[src/rtl/square_pkg.sv]
// Shared definitions for the square-root / square pair: FSM encodings, default widths
// and the 8-bit saturation limit.
package square_pkg;

    localparam int SQ_W    = 16;
    localparam int SQ_FRAC = 8;

    localparam logic [7:0] SAT_LIMIT = 8'hFF;

    typedef enum logic [1:0] {
        IDLE = 2'd0,
        CALC = 2'd1,
        DONE = 2'd2
    } sq_state_t;

endpackage

[src/rtl/square_round.sv]
// Combinational round-half-up of a Q(2W-2FRAC).(2FRAC) square to its integer part,
// saturated to 8 bits.
module square_round
    import square_pkg::*;
#(
    parameter int W    = SQ_W,
    parameter int FRAC = SQ_FRAC
) (
    input  logic [2*W-1:0] value,
    output logic [7:0]     rounded
);

    localparam int IW = 2*W - 2*FRAC;

    // One spare bit so that rounding up the all-ones integer part cannot wrap.
    logic [IW:0] sum;

    always_comb begin
        sum     = {1'b0, value[2*W-1:2*FRAC]} + {{IW{1'b0}}, value[2*FRAC-1]};
        rounded = (sum > (IW+1)'(SAT_LIMIT)) ? SAT_LIMIT : sum[7:0];
    end

endmodule

[src/rtl/square_from_root.sv]
// Iterative shift-add squarer: Q(W-FRAC).FRAC root in, Q(2W-2FRAC).(2FRAC) square out,
// one multiplier bit per cycle. Optional rounded 8-bit output under SQUARE_ROUND_EN.
module square_from_root
    import square_pkg::*;
#(
    parameter int W    = SQ_W,
    parameter int FRAC = SQ_FRAC
) (
    input  logic           clk,
    input  logic           rst,
    input  logic           in_valid,
    output logic           in_ready,
    input  logic [W-1:0]   in_data,
    output logic           out_valid,
    input  logic           out_ready,
    output logic [2*W-1:0] out_data,
`ifdef SQUARE_ROUND_EN
    output logic [7:0]     out_int,
`endif
    output logic           busy
);

    localparam int CW = $clog2(W + 1);

    generate
        if ((FRAC < 1) || (FRAC > W)) begin : g_bad_frac
            $error("square_from_root: FRAC must lie in 1..W");
        end
    endgenerate

    sq_state_t       state, state_next;
    logic [2*W-1:0]  mcand;
    logic [W-1:0]    mplr;
    logic [2*W-1:0]  acc;
    logic [2*W-1:0]  acc_next;
    logic [CW-1:0]   cnt;
    logic            last;

    assign acc_next = acc + (mplr[0] ? mcand : '0);
    assign last     = (cnt == CW'(W - 1));

    // NOTE: state-holding blocks use non-blocking assignments only, so every register
    // samples the pre-edge values regardless of block ordering.
    always_ff @(posedge clk) begin
        if (rst) state <= IDLE;
        else     state <= state_next;
    end

    // NOTE: every output of this block gets a default first, so no path leaves one
    // unassigned and no latch is inferred.
    always_comb begin
        state_next = state;
        in_ready   = 1'b0;
        out_valid  = 1'b0;
        busy       = 1'b0;
        case (state)
            IDLE: begin
                in_ready = 1'b1;
                if (in_valid) state_next = CALC;
            end
            CALC: begin
                busy = 1'b1;
                if (last) state_next = DONE;
            end
            DONE: begin
                busy      = 1'b1;
                out_valid = 1'b1;
                if (out_ready) state_next = IDLE;
            end
            default: state_next = IDLE;
        endcase
    end

`ifdef SQUARE_ROUND_EN
    logic [7:0] round_val;

    square_round #(.W(W), .FRAC(FRAC)) u_round (
        .value   (acc_next),
        .rounded (round_val)
    );
`endif

    always_ff @(posedge clk) begin
        if (rst) begin
            mcand    <= '0;
            mplr     <= '0;
            acc      <= '0;
            cnt      <= '0;
            out_data <= '0;
`ifdef SQUARE_ROUND_EN
            out_int  <= '0;
`endif
        end else begin
            case (state)
                IDLE: begin
                    if (in_valid) begin
                        mcand <= {{W{1'b0}}, in_data};
                        mplr  <= in_data;
                        acc   <= '0;
                        cnt   <= '0;
                    end
                end
                CALC: begin
                    acc   <= acc_next;
                    mcand <= mcand << 1;
                    mplr  <= mplr >> 1;
                    cnt   <= cnt + 1'b1;
                    // The last partial product is folded in on the same edge that publishes.
                    if (last) begin
                        out_data <= acc_next;
`ifdef SQUARE_ROUND_EN
                        out_int  <= round_val;
`endif
                    end
                end
                default: ;
            endcase
        end
    end

endmodule

[config.mk]
export PLATFORM = sky130hd
export DESIGN_NAME = square_from_root
export DESIGN_NICKNAME = d
export VERILOG_FILES = /design/src/rtl/square_pkg.sv /design/src/rtl/square_round.sv /design/src/rtl/square_from_root.sv
export SDC_FILE = /design/constraint.sdc
export NUM_CORES = 1
export LEC_CHECK = 0
export ABC_AREA = 1
export CAP_MARGIN = 20
export CORE_ASPECT_RATIO = 1.75
export CORE_UTILIZATION = 32
export CTS_CLUSTER_DIAMETER = 80
export DETAILED_ROUTE_END_ITERATION = 6
export HOLD_SLACK_MARGIN = 0.02
export MAX_ROUTING_LAYER = met4
export PLACE_DENSITY = 0.49
export SLEW_MARGIN = 20
export SYNTH_ARGS = -nofsm -noshare
export SYNTH_HDL_FRONTEND = slang
export SYNTH_HIERARCHICAL = 1
export SYNTH_SLANG_ARGS = --single-unit
[constraint.sdc]
create_clock -name clk -period 3 [get_ports clk]
set_clock_uncertainty 0.05 [all_clocks]
set_input_delay 0.45 -clock clk [delete_from_list [all_inputs] [get_ports clk]]
set_output_delay 0.45 -clock clk [all_outputs]
set_load 0.02 [all_outputs]
# Word level (Yosys, flattened, before mapping)
# Cells that the tools add are included.
word_totals:
  word_cells: 36
  output_inout_bits: 35
  inputBits: 20
  reg_bits: 119
op_classes:
  addsub: 2
  n_mux: 16
  eq_ne: 6
  n_reduce_logical: 6
ops:
  columns: ["op", "n"]
  rows:
  - ["$pmux W32 S2", 2]
  - ["$mux W32", 3]
  - ["$add A32 B32 Y32", 1]
  - ["$pmux W16 S2", 1]
  - ["$mux W16", 1]
  - ["$pmux W5 S2", 1]
  - ["$mux W2", 3]
  - ["$ne A2 B2 Y1 const B", 3]
  - ["$pmux W2 S3", 1]
  - ["$add A5 B1 Y5 const B", 1]
  - ["$eq A5 B4 Y1 const B", 1]
  - ["$mux W5", 1]
  - ["$reduce_and A2 Y1", 2]
  - ["$mux W1", 3]
  - ["$reduce_and A3 Y1", 1]
  - ["$eq A2 B1 Y1 const B", 1]
  - ["$eq A2 B2 Y1 const B", 1]
  - ["$logic_not A2 Y1", 1]
  - ["$reduce_bool A2 Y1", 1]
  - ["$reduce_or A2 Y1", 1]

# Logic depth before layout (Yosys ltp)
# Gate-level depths: netlist (run 1).
logic_depth:
  word_depth: 3
  depth_mapped: 19
  ltp_nobuf: 17

# Least setup slack after synthesis (run 1)
# No wires, ideal clock.
synth_timing:
  path_kind: "flip-flop to flip-flop"
  startpoint: "register mplr[0]"
  endpoint: "register out_data[20]"
  t_arrival_ps: 2149
  required_ps: 2835
  n_path_buf: 2
  stages_incl_launch_ff: 17
  setup_slack_ps: 685
  synth_period_minus_slack_ps: 2315
  path_cell_list: "dfxtp_1 -> clkbuf_1 -> clkbuf_1 -> nand2_1 -> inv_1 -> ha_1 -> fa_1 -> nand3_1 -> nand3_1 -> nand3_1 -> nand3b_1 -> nand2_1 -> nand2_1 -> nand2_1 -> nand2_1 -> o21ai_0 -> inv_1"
synth_between:
  elab_chain_cells: 2
synth_lines:
  columns: ["element", "line_no", "source"]
  rows:
  - ["start, declared", "square_from_root.sv:33", "logic [W-1:0] mplr;"]
  - ["start signal, assigned", "square_from_root.sv:98", "mplr <= in_data;"]
  - ["start signal, assigned", "square_from_root.sv:106", "mplr <= mplr >> 1;"]
  - ["$mux W32", "square_from_root.sv:39", "assign acc_next = acc + (mplr[0] ? mcand : '0);"]
  - ["$add A32 B32 Y32", "square_from_root.sv:39", null]
  - ["end signal, assigned", "square_from_root.sv:110", "out_data <= acc_next;"]
  - ["end, declared", "square_from_root.sv:16", "output logic [2*W-1:0] out_data,"]
# No other way between the ends.
# A chain may end at the register's enable or synchronous reset.

# Worst setup path after layout (run 1)
layout_timing:
  startpoint: "register mplr[0]"
  endpoint: "register out_data[24]"
# The elaborated chain is that of the path after synthesis.

==> metrics list, run 1 <==
* Count of port buffers added during placement: 54
* Final HPWL from detailed placement: 15400 um
* # nets final: 1262
* First-pass detailed-route iteration total: 7
- Most used flip-flop cell after synthesis: dfxtp_1
- Among all stages on the critical path, the largest delay is contributed by dfxtp_1.
- The count of endpoints failing hold in the final timing report came to 0.
* Share of the synthesized area in the top cell type: 0.333
- The synthesized design contains 0 enable-type register cells.
- The internal power of the cells totals 3.37 mW.
- After detailed routing, the average wire length per cell comes to 13.4 um.
- In this run the worst setup path begins at mplr[0].
- Initial antenna violation count: 0
- Die Height: 200 um
* Required time of the critical path: 3.28 ns
* Crit Path Class: register to register
- Derived from the worst setup path, the maximum achievable clock frequency is 0.373 GHz.
* Rows: 72
* Sequential cell area fraction in the yosys report: 0.333
- For this design the top-level I/O count stands at 55.
* Part of the power in combinational logic: 0.204
* Mean cell area of the mapped netlist: 6.17 um^2
- Power per Cell Area: 576 nW/um^2
- In this run the cell area of the synthesized design comes to 7160 um^2.
- Weighted congestion at the end of routability-driven global placement: 0.926
- For this run, design rule violations remaining after detail routing come to 1.
* Kind of launch point of the worst setup path: register
- Final period demand of the worst path: 2.68 ns
- Final wirelength: 20300 um
- The checks that failed: DRC.
- Synthesis-stage register bit count: 119
- TritonCTS created 17 clock buffers.
- In this run, the number of DRC markers left after iteration 0 of detailed routing was 245.
- During synthesis, Yosys emitted a total of 6 warnings.
* Post-synthesis share of cell area spent on xor and xnor gates: 0.0206
- Using the TritonRoute via totals, the vias-per-cell ratio works out to 4.44.
- Clock latency on the worst-skew pair, taken at its later pin, is 0.43 ns.
- Counting every instance in the synthesized netlist gives 1161.
* Classification of the worst-slack hold path: register to register
- For this design the static power due to leakage is 4.39 nW.
* Fin crit share: 0.893
- For this configuration, the core starts out at a cell density of 0.326.
- Reg2reg setup slack: 0.32 ns
- Summed over all failing endpoints, the final setup total negative slack is 0 ns.
* Synth area leader: dfxtp_1
- Max-slew violation count: 0
- The netlist uses 32 different library cells.
* Clock tree root buffer cell: clkbuf_16
* MaxCap Viol Count: 0
* Crit end category: register
* Most common cell on crit path: nand2_1
- Vias in the first global route: 6428
- H-tree depth: 4
- Vias after detailed routing: 6721
- Antenna diode instance count: 0
- Fraction of registers with async set or reset after synthesis: 0
- Post-synthesis simple-gate area fraction: 0.354
- For this run, the total global-route usage over all layers was measured as 0.195.
* CP Cell Sequence: buf_4, nand2_1, inv_1, ha_1, nand2_1, inv_1, a21oi_1, nand2_1, nand2_1, nand2_2, nand2_1, nand3_1, nand2_1, nand2_1, nand2_1, inv_1
* Sw Pwr: 1.58 mW
- Post_cts resized: 0
* Floorplan die width: 115 um
- The die covers 23000 um^2.
- Unrepaired setup endpoints after global routing: false
- Entering global routing, the biggest net connects 83 pins.
- For this run, the slowest stage of the critical path takes 0.63 ns.
* Multiplexer area fraction after synthesis: 0
- The share of total power dissipated in the clock network is 0.431.
- The number of nets in the synthesized netlist is 1218.
- Clock buffer depth: 2
* Count of hold-fix buffers inserted at cts: 0
- The run finished, with violations left.
- The clock net in this run drives a total of 119 sinks.
- The filler cells instantiated in the layout total 2489.
- The startpoint identified for the worst hold timing path is mplr[15].
* Crit-path max FO: 14
- Setup violations remaining at the end of the flow were counted as 0.
- By area, the combinational part of the netlist is dominated by simple AND/OR/NAND/NOR gates.
- After synthesis, the cell types taking the most area are dfxtp_1 (33%), nand2_1 (24%), inv_1 (9.8%), ha_1 (6.3%), nor2_1 (5.2%).
* Layout cells sized above 1: 0.0624
- Number of setup buffers added after CTS: 0
* Headroom to the max-slew limit: 0.582
- The startpoint identified for the worst register-to-register timing path is mplr[0].
- TritonCTS built the clock tree.
- The core region is 22000 um^2.
* Most common library cells after synthesis: nand2_1 (453), inv_1 (186), dfxtp_1 (119), nor2_1 (100), a21oi_1 (73)
* Number of placed instances with taps included: 1482
- Relative to the synthesized area, the layout overhead comes to 20.1%.
- Leaving out filler cells and counting taps, the final layout contains 1514.
- The first global-routing pass estimated 32900 um of wire.
* GR Overflow Total: 0
- After clock tree synthesis, the clock-pin slew on the worst setup and hold paths is 0.06 ns.
- Post-Synth Adder-Cell Area: 0.0657
- Compound-Gate Fraction of Synth Area: 0.102
- Sw Share: 0.320
* Fraction of power consumed by sequential logic: 0.365
- For the worst setup path, the data arrival time is 2.96 ns.
- Actual transition at the worst max-transition pin: 0.626 ns
- The worst-case IR drop observed on VDD is 620 uV.
* Most common cell in the netlist: nand2_1
- The count of nets left with antenna violations once routing finished came out at 0.
-- critical path: cells and delay by family, from the launching register on --
kind                     cells  cell delay (ns)
adder cells (fa/ha/maj)      1             0.27
flip-flops                   1             0.63
AO/OA/AOI/OAI                1             0.19
AND/OR/NAND/NOR             10             1.02
buffers and inverters        4             0.42
-- final cells by class --
cell class	instances	area, um^2	share of cell area
Multi-Input combinational cell	814	3880	0.451
Sequential cell	119	2380	0.277
Inverter	189	709	0.0825
Timing Repair Buffer	64	638	0.0742
Clock buffer	21	470	0.0547
Tap cell	296	370	0.0431
Clock inverter	11	146	0.0170
-- worst paths after layout --
path | to | cells after the start
worst max register to register | out_data[24] | 16
worst min register to register | mplr[15] | 2
worst max-delay path | out_data[24] | 16
worst min-delay path | mplr[15] | 2
-- power groups by stage --
stage	sequential (mW)	combinational (mW)	clock (mW)
after detailed placement	1.84	1.04	0
final	1.81	1.01	2.13
after CTS	1.81	1.05	2.20
after global placement	1.84	1.04	0
after floorplan	1.80	0.734	0
after global routing	1.83	1.13	2.26
-- per-layer routing --
layer	track usage	vias to the layer above	routed length, um
met5	-	-	0
met4	0.0601	0	272
met3	0.0356	18	499
met2	0.356	82	10800
met1	0.211	2979	8730
li1	-	3642	-
-- flip-flops by register name, indices dropped and copies added (netlist names) --
| signal | count |
|---|---|
| state | 2 |
| acc | 32 |
| mcand | 32 |
| mplr | 16 |
| cnt | 5 |
| out_data | 32 |
-- cell families after synthesis --
family                   after synthesis
buffers and inverters                228
AO/OA/AOI/OAI                        135
adder cells (fa/ha/maj)               37
XOR/XNOR                              16
AND/OR/NAND/NOR                      626
flip-flops                           119
-- cell usage in the layout (no fill, tap or decap), types with 15 or more instances in the layout --
cell / Yosys / final
a21oi_1: 73 / 73
inv_1: 186 / 186
clkdlybuf4s50_1: 0 / 53
clkbuf_16: 0 / 17
nand2_1: 453 / 453
dfxtp_1: 119 / 119
ha_1: 36 / 36
o21ai_0: 24 / 24
a31oi_1: 30 / 30
nor2_1: 100 / 100
nand3_1: 29 / 29
xor2_1: 15 / 15
-- through the flow --
step | power, mW | util | setup WS, ns | instance area, um^2 | hold WS (ns)
floorplan | 2.53 | - | 0.685 | 7160 | 0.390
global placement | 2.89 | 0.363 | 0.299 | 7980 | 0.400
detailed placement | 2.88 | 0.363 | 0.281 | 7980 | 0.410
CTS | 5.05 | 0.391 | 0.267 | 8600 | 0.418
global route | 5.21 | 0.391 | 0.0777 | 8600 | 0.439
finish | 4.95 | 0.391 | 0.321 | 8600 | 0.418
No activity file was read; power rests on OpenSTA's default activity.
==> inputs of run 2 (changes only) <==
clock period = 3.4 ns   (was 3 ns; I/O delays follow)
==> run 2 against run 1 <==
Wire length decreased by 2.2%. Core utilization decreased by 0.080 points. The run still ends with DRC left. Sequential power decreased by 12%. Worst setup slack improved by 0.38 ns. Hold slack got worse by 0.0015 ns.
==> metrics list, run 2 (synthesis gave the netlist of run 1 again) <==
- Crit-path max FO: 18 (+4)
* Classification of the worst-slack hold path: register to register
* Violations in the final reports: DRC
* Clock network fraction of total power: 0.428 (-0.003)
* Leakage power total: 4.39 nW (about the same)
* Critical path arrival: 2.98 ns (+0.02 ns)
- The number of nets in the layout came to 1261 (-0.079%).
* Number of DRC markers after the initial detailed-route iteration: 309 (+26%)
* Largest registers: acc (32), mcand (32), out_data (32)
- Count of hold-fix buffers inserted at cts: 0 (unchanged)
- The post-route minimum period is 2.70 ns (+0.0227 ns).
- The count of boundary I/O pins came to 55 (unchanged).
- Final routed wire length divided by cell count: 13.1 um (-2.2%)
* Total area of sequential cells: 2380 um^2 (unchanged)
- The setup path with the least slack is of type register to register.
- TritonCTS built the clock tree.
- The tree is rooted in a clkbuf_16.
- The worst-skew pair later-pin latency is 0.43 ns (about the same).
* H-tree depth: 4 (unchanged)
- First-pass detailed-route iteration total: 6 (-1)
- The peak supply drop was 751 uV (+21%).
* Count of fill cells added during filler insertion: 2446 (-1.7%)
- Most common cell after layout, fill and taps aside: nand2_1
- The wire length of the first global-routing pass came to 32400 um (-1.5%).
* Part of the power in combinational logic: 0.205 (about the same)
* Power per Cell Area: 507 nW/um^2 (-12%)
* Pin count of the biggest net entering global routing: 82 (-1.2%)
* TritonCTS Buffers: 17 (unchanged)
* Vias in the first global route: 6430 (+0.031%)
- The internal power component was 2.91 mW (-14%).
- The clock sink total is 119 (unchanged).
- The half-perimeter wire length after detailed placement is 14900 um (-3.3%).
- Post_cts resized: 0 (unchanged)
- Fraction of power consumed by sequential logic: 0.367 (+0.002)
* Peak clock frequency supported by timing: 0.370 GHz (-0.84%)
* MaxCap Viol Count: 0 (unchanged)
* Global-route usage over all layers: 0.190 (-0.00529)
- Number of failing hold endpoints at the final stage: 0 (unchanged)
- In the layout the commonest cells are nand2_1 (453), inv_1 (186), dfxtp_1 (119).
* Clock Pin Slew Worst Setup and Hold Paths: 0.06 ns (about the same)
* GR Overflow Total: 0 (unchanged)
- The area of the placeable core was 22000 um^2 (unchanged).
* Sw Share: 0.331 (+0.0112)
- The floorplan row count came to 72 (unchanged).
- The total count of max-transition violations in the final report is 0 (unchanged).
- The final critical-path share of the clock period is 0.795 (-0.0984).
* Number of setup buffers added after CTS: 0 (unchanged)
- DRT antenna net count: 0 (unchanged)
* Vias after detailed routing: 6744 (+0.34%)
- Setup repair after global routing left no endpoint under its margin.
- Average vias per placed instance: 4.46 (+0.41%)
- Relative to the synthesized area, the layout overhead comes to 19.9%.
- Antenna diode instance count: 0 (unchanged)
- The die width came to 115 um (unchanged).
- Final wirelength: 19800 um (-2.2%)
- The worst slew margin relative to its limit is 0.407 (-0.175).
* Crit end category: register
* Sw Pwr: 1.44 mW (-9.2%)
- The initial antenna violation count came to 0 (unchanged).
- Clock buffer depth: 2 (unchanged)
- The ratio of cells with drive above 1 in the final layout came to 0.0624 (about the same).
- Count of port buffers added during placement: 54 (unchanged)
- The final weighted congestion in routability-driven placement was 0.958 (+3.5%).
- The area used by multi-input combinational logic is 3880 um^2 (unchanged).
- Actual transition at the worst max-transition pin: 0.889 ns (+0.263 ns)
- The post-layout utilization of the core was 0.390 (-0.000797).
- Total power after layout: 4.35 mW (-12%)
* Die ar.: 23000 um^2 (unchanged)
- Number of setup violations in the final report: 0 (unchanged)
- The flow ran to the end, but the final reports show violations.
- The worst setup path is launched from a register.
- The total negative slack came to 0 ns (unchanged).
- The worst slack on hold paths was 0.417 ns (-0.00152 ns).
- The required time reported for the critical path endpoint was 3.68 ns (+0.40 ns).
- The number of DRC violations after detailed routing is 1 (unchanged).
* Die Height: 200 um (unchanged)
- Initial core utilization: 0.326 (unchanged)
-- run 2: cell types whose count changed in the layout (fill, tap and decap cells not counted) --
| cell | previous run | this run |
|---|---|---|
| buf_4 | 9 | 8 |
| bufinv_16 | 3 | 2 |
| clkbuf_1 | 1 | 0 |
| clkinv_2 | 2 | 1 |
| clkinv_4 | 0 | 3 |
| clkinvlp_4 | 5 | 3 |
| inv_6 | 1 | 3 |
-- run 2: worst paths after layout --
kind / to / cells after the start / slack [ns] / startpoint
setup / recovery: out_data[27] / 16 / 0.70 / mplr[0]
hold / removal: mplr[15] / 2 / 0.42 / mplr[15]
setup reg to reg: out_data[27] / 16 / 0.70 / mplr[0]
hold reg to reg: mplr[15] / 2 / 0.42 / mplr[15]
-- run 2: metal layers --
| layer | GRT usage | vias up | share of wire |
|---|---|---|---|
| met5 | - | - | 0 |
| met4 | 0.0962 | 0 | 0.042 |
| met3 | 0.0299 | 40 | 0.024 |
| met2 | 0.323 | 91 | 0.49 |
| met1 | 0.214 | 2980 | 0.44 |
| li1 | - | 3633 | - |
-- run 2: layout make-up --
cell class                      count  share of cell area
Timing Repair Buffer               63              0.0735
Inverter                          189              0.0827
Clock buffer                       20              0.0544
Sequential cell                   119               0.278
Multi-Input combinational cell    814               0.452
Tap cell                          296              0.0432
Clock inverter                     12              0.0163
-- run 2: power groups by stage --
stage	clock, mW	combinational [mW]	sequential, mW
floorplan	0	0.648	1.59
global placement	0	0.914	1.62
detailed placement	0	0.909	1.62
CTS	1.91	0.912	1.59
global route	1.96	0.999	1.61
finish	1.86	0.891	1.59
-- run 2: metrics by stage --
stage          instances  worst slack (ns)  instance area (um^2)
2_1_floorplan       1161              1.09                  7160
5_1_grt             1513             0.364                  8580
6_report            1513             0.698                  8580
4_1_cts             1513             0.690                  8580
3_5_place_dp        1481             0.704                  7970
3_3_place_gp        1481             0.739                  7970
-- run 2: critical path: stages (launching register included) --
cell     delay [ns]
dfxtp_1        0.68
buf_4          0.32
nand2_1        0.08
inv_1          0.11
ha_1           0.30
nand2_1        0.15
inv_1          0.05
nand2_1        0.06
nand2_1        0.06
nand2_1        0.05
nand2_1        0.05
a21oi_1        0.22
nand3_1        0.14
nand2_1        0.12
nand2_1        0.06
nand2_1        0.06
inv_1          0.03
